File: src/rtl/seq_addsub.sv
// seq_addsub: multi-cycle W-bit add/subtract, one 4-bit carry-lookahead
// nibble per clock, valid/ready on both sides, NZCV-style flags.
//
// state | meaning
// IDLE  | waiting for a request (in_ready high once out of reset)
// BUSY  | processing nibble r_idx, carry chained through r_carry
// DONE  | result and flags valid, waiting for out_ready
module seq_addsub #(
  parameter int W = 32
) (
  input  logic         clk,
  input  logic         rst_n,
  input  logic         in_valid,
  output logic         in_ready,
  input  logic [W-1:0] a,
  input  logic [W-1:0] b,
  input  logic         op,
  output logic         out_valid,
  input  logic         out_ready,
  output logic [W-1:0] result,
  output logic         cout,
  output logic         zero,
  output logic         neg,
  output logic         ovf
);

  localparam int NIB = W / 4;
  localparam int IW  = (NIB > 1) ? $clog2(NIB) : 1;
  localparam logic [IW-1:0] LAST_IDX = IW'(NIB - 1);

  typedef enum logic [1:0] {
    IDLE = 2'd0,
    BUSY = 2'd1,
    DONE = 2'd2
  } state_t;

  state_t        r_state;
  state_t        w_state_next;
  logic          r_init;
  logic [W-1:0]  r_opa;
  logic [W-1:0]  r_opb;
  logic          r_carry;
  logic [IW-1:0] r_idx;
  logic [W-1:0]  r_result;
  logic          r_cout;
  logic          r_zero;
  logic          r_neg;
  logic          r_ovf;

  logic          w_accept;
  logic          w_step;
  logic          w_last;
  logic          w_in_ready;
  logic          w_out_valid;
  logic [3:0]    w_x;
  logic [3:0]    w_y;
  logic [3:0]    w_p;
  logic [3:0]    w_g;
  logic [4:0]    w_c;
  logic [3:0]    w_sum;
  logic [W-1:0]  w_res_next;

  // Blocks acceptance until the first clock edge after reset is released.
  always_ff @(posedge clk or negedge rst_n) begin
    if (!rst_n) r_init <= 1'b0;
    else        r_init <= 1'b1;
  end

  // State register.
  always_ff @(posedge clk or negedge rst_n) begin
    if (!rst_n) r_state <= IDLE;
    else        r_state <= w_state_next;
  end

  // Next-state and handshake outputs.
  always_comb begin
    w_state_next = r_state;
    w_in_ready   = 1'b0;
    w_out_valid  = 1'b0;
    case (r_state)
      IDLE: begin
        w_in_ready = r_init;
        if (r_init && in_valid) w_state_next = BUSY;
      end
      BUSY: begin
        if (r_idx == LAST_IDX) w_state_next = DONE;
      end
      DONE: begin
        w_out_valid = 1'b1;
        if (out_ready) w_state_next = IDLE;
      end
      default: w_state_next = IDLE;
    endcase
  end

  assign w_accept = (r_state == IDLE) && r_init && in_valid;
  assign w_step   = (r_state == BUSY);
  assign w_last   = w_step && (r_idx == LAST_IDX);

  // 4-bit carry-lookahead slice on the current nibble; carries are flat
  // sum-of-products so no carry ripples inside the slice.
  always_comb begin
    w_x   = r_opa[4*r_idx +: 4];
    w_y   = r_opb[4*r_idx +: 4];
    w_p   = w_x ^ w_y;
    w_g   = w_x & w_y;
    w_c[0] = r_carry;
    w_c[1] = w_g[0] | (w_p[0] & r_carry);
    w_c[2] = w_g[1] | (w_p[1] & w_g[0]) | (w_p[1] & w_p[0] & r_carry);
    w_c[3] = w_g[2] | (w_p[2] & w_g[1]) | (w_p[2] & w_p[1] & w_g[0])
           | (w_p[2] & w_p[1] & w_p[0] & r_carry);
    w_c[4] = w_g[3] | (w_p[3] & w_g[2]) | (w_p[3] & w_p[2] & w_g[1])
           | (w_p[3] & w_p[2] & w_p[1] & w_g[0])
           | (w_p[3] & w_p[2] & w_p[1] & w_p[0] & r_carry);
    w_sum = w_p ^ w_c[3:0];
    w_res_next = r_result;
    w_res_next[4*r_idx +: 4] = w_sum;
  end

  // Operand capture, per-nibble accumulation and flag registration.
  always_ff @(posedge clk or negedge rst_n) begin
    if (!rst_n) begin
      r_opa    <= '0;
      r_opb    <= '0;
      r_carry  <= 1'b0;
      r_idx    <= '0;
      r_result <= '0;
      r_cout   <= 1'b0;
      r_zero   <= 1'b0;
      r_neg    <= 1'b0;
      r_ovf    <= 1'b0;
    end else if (w_accept) begin
      r_opa    <= a;
      r_opb    <= op ? ~b : b;
      r_carry  <= op;
      r_idx    <= '0;
      r_result <= '0;
    end else if (w_step) begin
      r_result <= w_res_next;
      r_carry  <= w_c[4];
      r_idx    <= r_idx + 1'b1;
      if (w_last) begin
        r_cout <= w_c[4];
        r_zero <= (w_res_next == '0);
        r_neg  <= w_res_next[W-1];
        r_ovf  <= (r_opa[W-1] == r_opb[W-1]) && (w_res_next[W-1] != r_opa[W-1]);
      end
    end
  end

  assign in_ready  = w_in_ready;
  assign out_valid = w_out_valid;
  assign result    = r_result;
  assign cout      = r_cout;
  assign zero      = r_zero;
  assign neg       = r_neg;
  assign ovf       = r_ovf;

endmodule

File: config.mk
export PLATFORM = sky130hd
export DESIGN_NAME = seq_addsub
export DESIGN_NICKNAME = d
export VERILOG_FILES = /design/src/rtl/seq_addsub.sv
export SDC_FILE = /design/constraint.sdc
export NUM_CORES = 1
export LEC_CHECK = 0
export CORE_MARGIN = 5
export CORE_UTILIZATION = 55
export DETAILED_ROUTE_END_ITERATION = 12
export PLACE_DENSITY = 0.85
export SYNTH_ARGS = -nofsm -noshare
export SYNTH_HDL_FRONTEND = slang
export SYNTH_SLANG_ARGS = --single-unit
File: constraint.sdc
create_clock -name clk -period 5.54 [get_ports clk]
set_input_delay 1.108 -clock clk [delete_from_list [all_inputs] [get_ports clk]]
set_output_delay 1.108 -clock clk [all_outputs]
set_load 0.01 [all_outputs]
==> flow_summary.yaml <==
outcome:
  status: "completed"
critical_path:
  r2r_start: "r_idx[0]$_DFFE_PN0P_"
  crit_path_start_kind: "register"
  critPathKind: "reg -> reg"
  crit_fanout: 15
  cpPeakStageDelay_ns: 0.86
  endpoint_kind: "register"
  r2r_cells: 10
  reg2reg_to: "zero$_DFFE_PN0P_"
  critPathTopFamily: "flip-flops"
  worst_path_max_delay_cell: "dfrtp_1"
  path_cells: "buf_4 > mux4_2 > nand2_1 > nand2_1 > fa_1 > xnor2_1 > mux2_4 > o2111ai_1 > or4_1 > o41ai_2"
  crit_required_ns: 5.81
  arrival_ns: 4.24
  cpMostUsedCell: "nand2_1"
  crit_buf_inv: 1
  r2r_slack_ns: 1.57
global_routing:
  grt_use_met1_pct: 29.0
  grtUsageMet3_pct: 4.60
  busiest_layer: "met2"
  grt_max_degree: 67
  antenna_found_initial: 0
  grt.overflow.total: 0
  met2_usage_pct: 41.5
  grt_pass1_wl_um: 21400
  track_usage_pct: 23.5
  grt_pass1_vias: 4401
finish:
  fillers: 757
  nets: 725
  fin_cells: 781
  area_growth_pct: 25.3
  antennaDiodeCount: 0
  finalCoreUtilization_pct: 69.6
  drive_gt1_share_pct: 7.25
drt:
  drt_iter0_drc: 216
  drc: 0
  vias_per_cell: 5.46
  wl_um: 12800
  vias: 4262
  firstDrtPassIters: 5
  ant_nets: 0
  detail_route.wl_per_cell_um: 16.4
sta:
  slew_viol_final: 0
  post-route-period-util_pct: 71.6
  fmax_mhz: 252
  hold_viol_final: 0
  skew_ns: 0.0119
  setup-violations-final: 0
  finalSetupTns_ns: 0
  worst_slew_pin_slew_ns: 1.04
  relSlewSlack_pct: 29.2
  min_period_ns: 3.97
  rsz0062_at_grt: "false"
  whs_ns: 0.488
floorplan:
  row_count: 36
  pin_count: 107
  die_x_um: 108
  die_area_um2: 11800
  die_h_um: 108
  coreArea_um2: 9590
  initial_core_util_pct: 55.6
synthesis:
  synth_edf_count: 0
  syn_nets: 632
  synth_ff_type: "dfrtp_1"
  synth_commonest_cells: "nand2_1 (186), dfrtp_1 (107), o21ai_0 (59), xnor2_1 (34)"
  netlist.area_leader.share_pct: 50.2
  syn_area_um2: 5330
  post-synth-top-count-cell: "nand2_1"
  yosysUniqueCellTypes: 46
  ys_ff_latch: 107
  synth_area_leaders: "dfrtp_1 (50%), nand2_1 (13%), mux4_2 (6.3%)"
  syn_avg_cell_area_um2: 9.69
  synthArstFlopShare_pct: 100
  synth_seq_area_share_pct: 50.2
  yosys_warnings: 0
  yosys.area.top_type: "dfrtp_1"
  synthCells: 550
worst_hold_path:
  hold_end: "r_opb[25]$_DFFE_PN0P_"
  hold_start: "r_opb[25]$_DFFE_PN0P_"
  hold_depth: 2
  worstHoldPathType: "reg -> reg"
clocking:
  cts.path.max_buffers: 2
  postCtsSetupBuffers: 0
  clk_pin_slew_ns: 0.10
  cts_hold_buffers: 0
  clkSinkCount: 107
  cts_root_buffer: "clkbuf_8"
  cts_resized: 0
  cts_tree: "yes"
  cts_made_buffers: 9
  h-tree-depth: 3
  insertion_delay_ns: 0.38
placement:
  place.port_buffers: 106
  dp_hpwl_um: 9550
  gp_congestion: 0.871
  dp.cells: 765
pwr:
  ir_worst_vdd_uv: 252
  fin_total_pwr_mw: 4.08
  p_leak_nw: 3.03
  power_density_nw_per_um2: 611
job:
  maxCapViolations: 0
-- metal layers --
metal,up-vias,routed length [µm]
li1,2038,-
met1,2072,5270
met2,131,6620
met3,21,645
met4,0,238
met5,-,0
-- report_power, final --
part           internal (mW)  leakage [nW]  switching (mW)  total, mW
Clock                  0.217         0.103           0.285      0.502
Combinational          0.968          1.54            1.17       2.14
Sequential              1.13          1.38           0.304       1.43
Total                   2.31          3.03            1.76       4.08
-- worst reg2reg max path: stages (launching register included) --
cell,delay [ns]
dfrtp_1,0.86
buf_4,0.36
mux4_2,0.54
nand2_1,0.08
nand2_1,0.12
fa_1,0.47
xnor2_1,0.32
mux2_4,0.22
o2111ai_1,0.09
or4_1,0.50
o41ai_2,0.32
-- through the flow --
step                      worst slack, ns  cell area (µm²)
final                                1.57             6680
after global routing                 1.31             6680
after CTS                            1.55             6680
after detailed placement             1.57             6470
after global placement               1.71             6470
after floorplan                      2.00             5330
-- final cells by class --
class / instances / area (µm²) / area share [%]
Multi-Input combinational cell: 407 / 2510 / 37.5
Inverter: 7 / 26.3 / 0.394
Timing Repair Buffer: 111 / 1090 / 16.3
Clock inverter: 7 / 85.1 / 1.27
Clock buffer: 9 / 124 / 1.86
Tap cell: 133 / 166 / 2.49
Sequential cell: 107 / 2680 / 40.1
-- how the worst max path moves through the flow --
| stage | start | endpoint | slack [ns] | depth (start not counted) |
|---|---|---|---|---|
| floorplan | r_idx[0]$_DFFE_PN0P_ | zero$_DFFE_PN0P_ | 2.00 | 11 |
| global route | r_idx[0]$_DFFE_PN0P_ | zero$_DFFE_PN0P_ | 1.31 | 10 |
| CTS | r_idx[0]$_DFFE_PN0P_ | zero$_DFFE_PN0P_ | 1.55 | 10 |
| finish | r_idx[0]$_DFFE_PN0P_ | zero$_DFFE_PN0P_ | 1.57 | 10 |
| global placement | r_idx[0]$_DFFE_PN0P_ | zero$_DFFE_PN0P_ | 1.71 | 10 |
| detailed placement | r_idx[0]$_DFFE_PN0P_ | zero$_DFFE_PN0P_ | 1.57 | 10 |
-- logic make-up after synthesis --
kind of cell,after synthesis,synth area share [%]
other cells,1,0.0704
fa+ha+maj,13,3.19
flops,107,50.2
mux,17,7.11
xor+xnor,36,5.92
simple gates,236,18.5
buf+inv,36,2.79
compound gates,104,12.2
-- cells in the final DEF (no fill, tap or decap), types with 2 or more instances in the layout --
cell type        netlist  final
a21o_1                 2      2
o21ai_0               59     59
nor2_1                19     19
nand3_1                5      5
inv_1                  7      7
nor4_1                 4      4
nand2b_1               2      2
a31oi_1                4      4
or2_2                  3      3
or3_1                  3      3
inv_6                  0      3
a21oi_1                9      9
clkbuf_8               0      9
nor2b_1                3      3
a22o_1                17     17
nand2_1              186    185
and2_1                 3      3
mux4_2                15     15
o31ai_1                4      4
clkdlybuf4s50_1        0    104
xnor2_1               34     34
xor2_1                 2      2
dfrtp_1              107    107
buf_4                  0      6
ha_1                  12     12
-- flip-flops by register name, indices dropped and copies added (netlist names) --
| register | cells |
|---|---|
| r_state | 2 |
| r_init | 1 |
| cout | 1 |
| r_opb | 32 |
| ovf | 1 |
| result | 32 |
| zero | 1 |
| r_idx | 3 |
| r_carry | 1 |
| neg | 1 |
| r_opa | 32 |
(Power assumes the default switching activity.)
